[src/rtl/fetch_pkg.sv]
// rtl/fetch_pkg.sv - shared types and widths for the instruction fetch front end
package fetch_pkg;

    localparam int XLEN = 32;

    typedef struct packed {
        logic [XLEN-1:0] pc;
        logic [XLEN-1:0] instr;
    } fetch_entry_t;

    typedef enum logic [1:0] {
        FETCH = 2'd0,
        DRAIN = 2'd1,
        DONE  = 2'd2
    } fetch_state_e;

endpackage

[src/rtl/fetch_fifo.sv]
// rtl/fetch_fifo.sv - prefetch FIFO of {pc, instr} entries with flush and occupancy count
module fetch_fifo
    import fetch_pkg::*;
#(
    parameter int  DEPTH = 4,
    localparam int CNT_W = $clog2(DEPTH + 1),
    localparam int PTR_W = (DEPTH > 1) ? $clog2(DEPTH) : 1
) (
    input  logic             clk,
    input  logic             rst,
    input  logic             flush,
    input  logic             push,
    input  fetch_entry_t     push_data,
    input  logic             pop,
    output fetch_entry_t     head,
    output logic [CNT_W-1:0] count
);

    fetch_entry_t     mem_q [DEPTH];
    fetch_entry_t     mem_d [DEPTH];
    logic [PTR_W-1:0] rd_ptr_q, rd_ptr_d;
    logic [PTR_W-1:0] wr_ptr_q, wr_ptr_d;
    logic [CNT_W-1:0] count_q, count_d;
    logic             do_push, do_pop;

    // Pointers wrap explicitly so DEPTH need not be a power of two.
    function automatic logic [PTR_W-1:0] ptr_inc(input logic [PTR_W-1:0] p);
        return (p == PTR_W'(DEPTH - 1)) ? '0 : p + 1'b1;
    endfunction

    // Next-state for storage, pointers and count; a pop frees the slot a same-cycle push uses at full.
    always_comb begin
        do_pop   = pop && (count_q != '0);
        do_push  = push && ((count_q != CNT_W'(DEPTH)) || do_pop);
        mem_d    = mem_q;
        rd_ptr_d = rd_ptr_q;
        wr_ptr_d = wr_ptr_q;
        count_d  = count_q;
        if (flush) begin
            rd_ptr_d = '0;
            wr_ptr_d = '0;
            count_d  = '0;
        end else begin
            if (do_push) begin
                mem_d[wr_ptr_q] = push_data;
                wr_ptr_d        = ptr_inc(wr_ptr_q);
            end
            if (do_pop) begin
                rd_ptr_d = ptr_inc(rd_ptr_q);
            end
            count_d = count_q + CNT_W'(do_push) - CNT_W'(do_pop);
        end
    end

    // Control registers.
    always_ff @(posedge clk) begin
        if (rst) begin
            rd_ptr_q <= '0;
            wr_ptr_q <= '0;
            count_q  <= '0;
        end else begin
            rd_ptr_q <= rd_ptr_d;
            wr_ptr_q <= wr_ptr_d;
            count_q  <= count_d;
        end
    end

    // Entry storage; contents are only observed while count is non-zero, so no reset.
    always_ff @(posedge clk) begin
        mem_q <= mem_d;
    end

    assign head  = mem_q[rd_ptr_q];
    assign count = count_q;

endmodule

[src/rtl/fetch_sequencer.sv]
// rtl/fetch_sequencer.sv - PC, imem issue/credit, redirect and end-of-program FSM; optional FETCH_TRACE_EN trace
module fetch_sequencer
    import fetch_pkg::*;
#(
    parameter int              IMEM_DEPTH = 1024,
    parameter logic [XLEN-1:0] RESET_PC   = '0,
    parameter int              FIFO_DEPTH = 4,
    localparam int             ADDR_W     = $clog2(IMEM_DEPTH)
) (
    input  logic              clk,
    input  logic              rst,
    output logic              imem_req,
    output logic [ADDR_W-1:0] imem_addr,
    input  logic [XLEN-1:0]   imem_rdata,
    input  logic              redirect_valid,
    input  logic [XLEN-1:0]   redirect_pc,
    output logic              out_valid,
    input  logic              out_ready,
    output logic [XLEN-1:0]   out_pc,
    output logic [XLEN-1:0]   out_instr,
    output logic              done
);

    localparam int              CNT_W  = $clog2(FIFO_DEPTH + 1);
    localparam logic [XLEN-1:0] END_PC = XLEN'(4 * IMEM_DEPTH);

    fetch_state_e     state_q, state_d;
    logic [XLEN-1:0]  pc_q, pc_d;
    logic             inflight_q, inflight_d;
    logic [XLEN-1:0]  inflight_pc_q, inflight_pc_d;

    logic [XLEN-1:0]  redirect_target;
    logic [CNT_W:0]   pending;
    logic             issue, push, pop;
    logic [CNT_W-1:0] fifo_count;
    fetch_entry_t     fifo_head, push_entry;

    fetch_fifo #(.DEPTH(FIFO_DEPTH)) u_fifo (
        .clk       (clk),
        .rst       (rst),
        .flush     (redirect_valid),
        .push      (push),
        .push_data (push_entry),
        .pop       (pop),
        .head      (fifo_head),
        .count     (fifo_count)
    );

    // Credit check: only issue when the word still in flight plus the new one will fit after this pop.
    always_comb begin
        out_valid       = (fifo_count != '0);
        pop             = out_valid && out_ready;
        redirect_target = redirect_pc & ~XLEN'(3);
        pending         = {1'b0, fifo_count} + {{CNT_W{1'b0}}, inflight_q} - {{CNT_W{1'b0}}, pop};
        issue           = (state_q == FETCH) && !redirect_valid && !rst && (pc_q < END_PC)
                          && (pending < (CNT_W + 1)'(FIFO_DEPTH));
        push            = inflight_q && !redirect_valid;
        push_entry      = '{pc: inflight_pc_q, instr: imem_rdata};
        pc_d            = pc_q;
        if (redirect_valid) begin
            pc_d = redirect_target;
        end else if (issue) begin
            pc_d = pc_q + XLEN'(4);
        end
        inflight_d    = issue;
        inflight_pc_d = pc_q;
    end

    // FSM next state: stop issuing at the image end, finish once everything fetched is consumed.
    always_comb begin
        state_d = state_q;
        case (state_q)
            FETCH:   if (pc_d >= END_PC) state_d = DRAIN;
            DRAIN:   if (!inflight_q && (fifo_count == CNT_W'(pop))) state_d = DONE;
            DONE:    state_d = DONE;
            default: state_d = FETCH;
        endcase
        if (redirect_valid) begin
            state_d = (redirect_target >= END_PC) ? DRAIN : FETCH;
        end
    end

    // State, PC and in-flight tracking registers.
    always_ff @(posedge clk) begin
        if (rst) begin
            state_q       <= FETCH;
            pc_q          <= RESET_PC;
            inflight_q    <= 1'b0;
            inflight_pc_q <= '0;
        end else begin
            state_q       <= state_d;
            pc_q          <= pc_d;
            inflight_q    <= inflight_d;
            inflight_pc_q <= inflight_pc_d;
        end
    end

    assign imem_req  = issue;
    assign imem_addr = pc_q[ADDR_W+1:2];
    assign out_pc    = out_valid ? fifo_head.pc : '0;
    assign out_instr = out_valid ? fifo_head.instr : '0;
    assign done      = (state_q == DONE);

`ifdef FETCH_TRACE_EN
    logic [31:0] idx_q, idx_d;

    // Count of delivered instructions for the trace log.
    always_comb begin
        idx_d = idx_q;
        if (pop) idx_d = idx_q + 32'd1;
    end

    // Log each delivered instruction and the end-of-program marker.
    always_ff @(posedge clk) begin
        if (rst) begin
            idx_q <= '0;
        end else begin
            idx_q <= idx_d;
            if (pop) $display("Instruction %0d: %b", idx_q, out_instr);
            if ((state_q != DONE) && (state_d == DONE)) $display("End of Instructions.");
        end
    end
`endif

endmodule

[config.mk]
export PLATFORM = sky130hd
export DESIGN_NAME = fetch_sequencer
export DESIGN_NICKNAME = d
export VERILOG_FILES = /design/src/rtl/fetch_pkg.sv /design/src/rtl/fetch_fifo.sv /design/src/rtl/fetch_sequencer.sv
export SDC_FILE = /design/constraint.sdc
export NUM_CORES = 1
export LEC_CHECK = 0
export ABC_AREA = 1
export BUFFER_PORTS_ARGS = -buffer_cell sky130_fd_sc_hd__buf_2
export CORE_ASPECT_RATIO = 1.1
export CORE_MARGIN = 2
export CORE_UTILIZATION = 50
export CTS_CLUSTER_SIZE = 12
export DETAILED_ROUTE_END_ITERATION = 10
export HOLD_SLACK_MARGIN = 0.15
export PLACE_DENSITY = 0.77
export SYNTH_ARGS = -nofsm -noshare
export SYNTH_HDL_FRONTEND = slang
export SYNTH_SLANG_ARGS = --single-unit
[constraint.sdc]
create_clock -name clk -period 10.77 [get_ports clk]
set_input_delay 1.077 -clock clk [delete_from_list [all_inputs] [get_ports clk]]
set_output_delay 1.077 -clock clk [all_outputs]
set_load 0.03 [all_outputs]
=== After elaboration in Yosys (flattened, before gate mapping) ===
Index checks and enable logic that the tools add are counted.

* Logic and storage cells: 76
* Input bits: 68
* Bits in registers: 330

* Bitwise operators: 3
* Multiplexer cells: 17
* Add/sub/neg operators: 7
* Equality and inequality tests: 8
* Order comparisons: 7
* Reduce and logical (&&, ||, !) cells: 19

{| class="wikitable"
|+ Operators with widths
! operator !! number
|-
| 256-bit bitwise mux || 1
|-
| 64-bit two-way mux || 3
|-
| 64-bit binary-select mux with 2-bit select || 1
|-
| 64-bit demux with 2-bit select || 1
|-
| 32-bit two-way mux || 4
|-
| 32-bit by 13-bit greater-or-equal comparator with 1-bit output (second input constant) || 2
|-
| 32-bit by 3-bit adder with 32-bit output (second input constant) || 1
|-
| 32-bit by 13-bit less-than comparator with 1-bit output (second input constant) || 1
|-
| 1-bit logical AND || 10
|-
| 2-bit two-way mux || 5
|-
| 2-bit equality test (second input constant) || 3
|-
| 3-bit greater-or-equal comparator (second input constant) || 2
|-
| 3-bit != test (second input constant) || 2
|-
| 2-bit NOT with 3-bit output || 2
|-
| 2-bit one-hot mux with 3 select lines || 1
|-
| 2-bit by 1-bit adder with 2-bit output (second input constant) || 2
|-
| 3-bit by 1-bit adder with 4-bit output || 1
|-
| 4-bit by 3-bit less-than comparator with 1-bit output (second input constant) || 1
|-
| 2-bit AND reduction || 2
|-
| 4-bit by 1-bit subtractor with 4-bit output || 1
|-
| 3-bit by 1-bit adder with 3-bit output || 1
|-
| 3-bit by 1-bit equality test with 1-bit output || 1
|-
| 1-bit logical NOT || 3
|-
| 3-bit by 1-bit less-than comparator with 1-bit output (second input constant) || 1
|-
| other kinds (9) || 9
|}

=== Longest topological paths before layout ===
Gate-level depths: netlist of run 1.

* Word-level depth: 11
* Depth in mapped cells: 16

=== Hierarchy ===
A second synthesis of run 1 with hierarchy kept.

* Cell total of the unflattened synthesis: 1206
* Area total of the unflattened synthesis: 13387.8 sq um

{| class="wikitable"
|+ Modules (own cells, without submodules)
! module !! instances !! seq. area each (sq um) !! area each (sq um) !! cells each
|-
| fetch_fifo || 1 || 7827.5 || 9987.1 || 684
|-
| fetch_sequencer || 1 || 1341.3 || 3400.8 || 522
|}

=== Worst setup path after synthesis of run 1 ===
Ideal clock, no wire load.

* Path type: input port to flip-flop
* From: input port redirect_valid
* To: register u_fifo.mem_q[0] in the netlist's numbering (enable)
* Buffers on the path: 2
* Data required time: 10.283 ns
* Cell stages on the path: 5
* Slack: 5.981 ns
* Data arrival time: 4.302 ns
* Cell sequence: buf_6 -> inv_4 -> buf_2 -> nand2_1 -> nor2_1

* Longest elaborated chain between the ends: 4
* Elaborated cells on any way between the ends: 5
* Classes of those cells: bitwise (1); reduce/logical (4)

{| class="wikitable"
|+ RTL lines
! element !! RTL line !! text
|-
| from (decl) || fetch_sequencer.sv:15 || <nowiki>input logic redirect_valid,</nowiki>
|-
| 1-bit logical NOT || fetch_sequencer.sv:57 || <nowiki>push = inflight_q && !redirect_valid;</nowiki>
|-
| 1-bit logical AND || fetch_sequencer.sv:57 ||
|-
| 1-bit logical AND || fetch_fifo.sv:34 || <nowiki>do_push = push && ((count_q != CNT_W'(DEPTH)) || do_pop);</nowiki>
|-
| 2-bit AND reduction (no line) * || - ||
|-
| to (signal assigned) || fetch_fifo.sv:70 || <nowiki>mem_q <= mem_d;</nowiki>
|-
| to (decl) || fetch_fifo.sv:19 || <nowiki>fetch_entry_t mem_q [DEPTH];</nowiki>
|}

Mark *: on every way between the ends. The rest lies on a longest branch, timed or not.
A chain may end at the register's enable or synchronous reset.

=== Worst setup path after layout of run 1 ===
* From: register u_fifo.rd_ptr_q[1]
* To: output port out_pc[29]

* Longest elaborated chain between the ends: 5

{| class="wikitable"
|+ RTL lines
! element !! RTL line !! text
|-
| from (decl) || fetch_fifo.sv:21 || <nowiki>logic [PTR_W-1:0] rd_ptr_q, rd_ptr_d;</nowiki>
|-
| from (signal assigned) || fetch_fifo.sv:62 || <nowiki>rd_ptr_q <= rd_ptr_d;</nowiki>
|-
| 2-bit NOT with 3-bit output (implied by the code) || fetch_fifo.sv:73 || <nowiki>assign head = mem_q[rd_ptr_q];</nowiki>
|-
| 64-bit binary-select mux with 2-bit select || fetch_fifo.sv:73 ||
|-
| 64-bit two-way mux (implied by the code) (2 in a row) || fetch_fifo.sv:73 ||
|-
| 32-bit two-way mux || fetch_sequencer.sv:100 || <nowiki>assign out_pc = out_valid ? fifo_head.pc : '0;</nowiki>
|-
| to (decl) || fetch_sequencer.sv:19 || <nowiki>output logic [XLEN-1:0] out_pc,</nowiki>
|}

No other way between the ends. The select of a mux whose other input is x is not followed.

==> run summary, run 1 <==
Final period util = 0.397
CP required = 9.69 ns
Synth Cell Area = 0.0130 mm2
Synth cell types = 34
Main flop type after synthesis = edfxtp_1
M1 WL = 11.1 mm
Max cap viols = 0
Post-Route Skew = 0.0183 ns
Filler cell count = 2,067
Relative slew slack = 0.302
Core area = 0.0254 mm2
Num rows = 61
Crit Path Max Fanout = 66
CTS tree = yes
Area delta synth->final = 14.6%
Die Y = 173 um
Final cell count without fillers = 1,654
Cts hold-fix bufs = 0
Reg clk slew, reported paths = 0.06 ns
Gate power share = 0.026
Crit path kind = flip-flop to output pin
# clock sinks = 330
Setup violators final = 0
Final-stage net count = 1,374
Die ar. = 0.0273 mm2
DP Cell Count = 1,601
Power Dens Cells = 167 mW/mm2
Post-DRT Antenna Nets = 0
Post_cts resized = 0
P_leak = 5.65 nW
Maximum number of pins on one net before global-route repair = 98
Net Sw Power = 0.486 mW
Clk buf depth = 3
Worst-margin pin slew = 1.05 ns
Via count = 8,576
Share of cells above drive strength 1 = 0.160
DRT Pass-1 Iters = 5
Ys Warns = 0
Yosys reg bits = 330
Starting Density = 0.511
Highest routing layer actually used = met4
Worst path arrival time = 3.20 ns
Port bufs = 142
WL met2 = 13.0 mm
Routed WL = 26.5 mm
Tot GR Track Use = 0.193
Clk pwr share = 0.415
Final slew viol count = 0
Cells after Synth = 1,175
Setup TNS = 0 ns
DRT iter0 DRCs = 599
Synth Net Count = 1,258
Max VDD drop = 0.0000899 V
Int Pwr = 2.00 mW
Vias per cell = 5.19
First-pass GRT wire length = 41.6 mm
Setup Fix Bufs, Post-CTS = 0
Antenna Cells = 0
Residual DRC = 0
Pre-CTS setup slack = 6.97 ns
Reg2Reg Depth = 5
RD Place Congestion = 0.873
RSZ-0062 raised after global routing = no
EDFF count, synth = 256
Seq pwr share = 0.559
Clk_lat worst skew = 0.50 ns
Setup slack after layout = 6.49 ns
Fin. Hold Viols = 0
Startpoint types = flip-flop
Root Buffer = clkbuf_16
Post-synthesis sequential area ratio = 0.706
Async set or reset register ratio after synthesis = 0
Syn Area/Cell = 11.1 um2
Min-Delay Path Class = flip-flop to flip-flop
Fmax = 234 MHz
Vias in the first global route = 8,358
Hold depth = 2
Post-detail-place hpwl = 14.7 mm
Max H-tree Level = 2
GRT overflow = 0
Total power draw = 2.49 mW
DR WL/cell = 16.0 um
Initial antenna violation count = 0
Die W = 158 um
Sw Ratio = 0.195
Status = complete, no violations
I/O Pins = 145
Met3 routed WL = 1.66 mm
Num CTS Buffers = 34
Final Util = 0.585
CP Capture Type = output pin
Cell Area, Placed = 0.0139 mm2
Hold_ws = 0.436 ns
Final Critical Period = 4.28 ns
R2r setup slk = 8.35 ns
Post-route cell area = 0.0149 mm2
[critical path: stages, from the launching register on]
cell	delay, ns
dfxtp_2	0.31
buf_4	0.69
inv_2	0.43
buf_4	0.46
nor2_1	0.18
o21ai_0	0.10
a21oi_1	0.27
buf_2	0.25
[sequential cells by signal, summed over array words and instances, names as in the netlist]
name,count
u_fifo.wr_ptr_q,2
state_q,2
inflight_pc_q,32
u_fifo.rd_ptr_q,2
inflight_pc_d,32
inflight_q,1
u_fifo.mem_q,256
u_fifo.count,3
[power by group through the flow]
| stage | registers (mW) | clock network, mW | logic (mW) |
|---|---|---|---|
| 2_1_floorplan | 1.41 | 0 | 0.0410 |
| 3_3_place_gp | 1.42 | 0 | 0.0643 |
| 3_5_place_dp | 1.42 | 0 | 0.0654 |
| 4_1_cts | 1.39 | 1.06 | 0.0656 |
| 5_1_grt | 1.39 | 1.11 | 0.0739 |
| 6_report | 1.39 | 1.03 | 0.0654 |
[cell type report]
class,count,area (um2),share of cell area
Multi-Input combinational cell,700,3240,0.218
Clock inverter,5,25.0,0.00168
Tap cell,346,433,0.0291
Sequential cell,330,9170,0.616
Clock buffer,48,935,0.0628
Timing Repair Buffer,153,793,0.0533
Inverter,72,279,0.0188
[cell families after synthesis]
group           count (synthesis)  share of synthesized area
compound gates                241                     0.0955
xor+xnor                        1                   0.000675
fa+ha+maj                      15                     0.0150
buf+inv                       145                     0.0469
flops                         330                      0.706
simple gates                  443                      0.136
[Yosys cell counts, types with 2 or more instances]
cell type	n	area, um2
edfxtp_1	256	7690
nor2_1	345	1290
buf_6	2	22.5
nor4_1	6	37.5
ha_1	14	175
nand4_1	7	43.8
nor3_1	9	45.0
nand2_1	52	195
buf_1	15	56.3
a211oi_1	5	37.5
nand3_1	17	85.1
o21ai_0	147	736
nor2_2	3	18.8
clkbuf_1	42	158
dfxtp_1	74	1480
o21ai_1	6	30.0
a21oi_1	77	385
buf_4	10	75.1
buf_2	4	20.0
inv_1	70	263
[path summary, 6_finish.rpt]
path / start / endpoint
max: u_fifo.rd_ptr_q[1]$_SDFFE_PP0P_ / out_pc[29]
min: inflight_pc_d[0]$_SDFF_PP0_ / inflight_pc_q[0]$_SDFF_PP0_
max reg2reg: u_fifo.count[1]$_SDFF_PP0_ / u_fifo.mem_q[15]$_DFFE_PP_
min reg2reg: inflight_pc_d[0]$_SDFF_PP0_ / inflight_pc_q[0]$_SDFF_PP0_
[cells in the final DEF (no fill, tap or decap), types with 11 or more instances in the layout]
cell and n:
nor2_1 341, edfxtp_1 256, o21ai_0 147, buf_2 142
a21oi_1 77, dfxtp_1 72, inv_1 68, nand2_1 52
clkbuf_16 35, nand3_1 17, ha_1 14, clkbuf_1 12
buf_4 11
[metal layers]
layer | global-route usage | up-vias
met1 | 0.249 | 4008
met5 | 0 | -
met4 | 0.0652 | 0
li1 | - | 4235
met2 | 0.328 | 287
met3 | 0.0328 | 46
Note: power is estimated with default switching activity, not from simulation.
==> inputs of run 2 (changes only) <==
PLACE_DENSITY = 0.8   (was 0.77)
clock period = 3.6 ns   (was 10.77 ns; I/O delays follow)
==> run 2 against run 1 <==
Clock skew down 0.0045 ns; cell area is 4.3% higher; count of clock-buffer cells in the layout grew 3; sequential power grew to 3.0 times the previous value; combinational power rose to 3.6 times the previous value; clock power rose to 3.2 times the previous value.
==> run summary, run 2 (synthesized netlist as in run 1, its figures left out) <==
Share of cells above drive strength 1 = 0.159
Fin. Hold Viols = 0
Hold_ws = 0.159 ns
Commonest non-fill, non-tap cell in the layout = nor2_1
# clock sinks = 330
Routed WL = 28.2 mm
Clk buf depth = 3
RD Place Congestion = 0.867
Post-Route Skew = 0.0138 ns
Die Y = 173 um
Largest Register = u_fifo.mem_q
Num CTS Buffers = 35
R2r setup slk = 1.23 ns
Worst-margin pin slew = 0.963 ns
Clk_lat worst skew = 0.50 ns
Final Critical Period = 2.86 ns
DR WL/cell = 16.5 um
Final slew viol count = 0
Final Util = 0.611
First-pass GRT wire length = 44.0 mm
Vias per cell = 5.26
Setup violators final = 0
Core area = 0.0254 mm2
CP Capture Type = output pin
Residual DRC = 0
Fmax = 349 MHz
Via count = 8,982
Post-DRT Antenna Nets = 0
Antenna Cells = 0
Port bufs = 142
Maximum number of pins on one net before global-route repair = 95
Largest register FFs = 256
DRT iter0 DRCs = 745
DRT Pass-1 Iters = 7
Startpoint types = flip-flop
I/O Pins = 145
Max VDD drop = 0.000326 V
Crit Path Max Fanout = 10
Starting Density = 0.511
Worst path arrival time = 2.50 ns
Vias in the first global route = 8,825
P_leak = 5.92 nW
Post_cts resized = 0
Final period util = 0.795
Area delta synth->final = 19.5%
Setup Fix Bufs, Post-CTS = 0
Cts hold-fix bufs = 43
Die ar. = 0.0273 mm2
Post-detail-place hpwl = 15.8 mm
Final-stage net count = 1,422
CP required = 3.24 ns
Crit path kind = flip-flop to output pin
Status = complete, no violations
Min-Delay Path Class = input port to flip-flop
Reg clk slew, reported paths = 0.06 ns
CTS tree = yes
Die W = 158 um
Most frequent cells in the layout = nor2_1 (341), edfxtp_1 (256), o21ai_0 (147), buf_2 (142), a21oi_1 (77)
Relative slew slack = 0.357
Max cap viols = 0
Max H-tree Level = 2
Tot GR Track Use = 0.204
Root Buffer = clkbuf_16
Num rows = 61
GRT overflow = 0
Power Dens Cells = 496 mW/mm2
Initial antenna violation count = 0
RSZ-0062 raised after global routing = no
## run 2: cell count changes in the layout (fill, tap and decap cells not counted)
cell           before  now
clkbuf_1           12   13
dlygate4sd3_1       0   43
clkbuf_16          35   37
inv_6               1    0
buf_12              0    7
bufinv_16           0    1
clkinv_2            2    4
buf_4              11    8
clkinv_1            3    5
## run 2: final cells by class
class	count	area [um2]
inverter	72	279
timing repair buffer	200	1340
clock buffer	51	988
multi-input combinational	700	3240
sequential	330	9170
fill	1916	9890
tap	346	433
clock inverter	9	63.8
## run 2: metal layers
metal | global-route usage | wire (um) | vias to the layer above
met5 | 0 | 0 | -
met4 | 0.0807 | 835 | 0
met3 | 0.0383 | 1740 | 60
met2 | 0.351 | 14000 | 338
met1 | 0.252 | 11600 | 4252
li1 | - | - | 4332
## run 2: path summary, 6_finish.rpt
path	end	start	depth (start not counted)
worst min register to register	inflight_pc_q[1]$_SDFF_PP0_	inflight_pc_d[1]$_SDFF_PP0_	2
worst min-delay path	inflight_pc_d[31]$_SDFF_PP0_	redirect_pc[31]	3
worst max-delay path	imem_req	u_fifo.count[1]$_SDFF_PP0_	12
worst max register to register	inflight_pc_d[11]$_SDFF_PP0_	u_fifo.count[1]$_SDFF_PP0_	16
## run 2: stage by stage
step	power [mW]	setup TNS (ns)	instance area, um2	setup WS [ns]	std cells
2_1_floorplan	4.35	-120.75	13000	-0.472	1175
3_3_place_gp	4.43	0	14000	1.15	1605
3_5_place_dp	4.44	0	14000	1.12	1605
4_1_cts	7.75	0	15500	0.722	1708
5_1_grt	7.95	0	15500	0.517	1708
6_report	7.70	0	15500	0.736	1708
## run 2: critical path, cell delays in order, from the launching register on
cell	delay, ns
dfxtp_1	0.43
nor3_2	0.08
nor2_1	0.15
ha_1	0.22
inv_1	0.06
ha_1	0.28
nand3_1	0.10
nand2_1	0.05
nand2_1	0.05
nand2_1	0.07
nand2_2	0.17
clkinv_4	0.13
buf_2	0.20
## run 2: power by group
part | internal [mW] | switching (mW)
Sequential | 4.13 | 0.0306
Combinational | 0.0991 | 0.139
Clock | 1.97 | 1.33
Total | 6.19 | 1.50
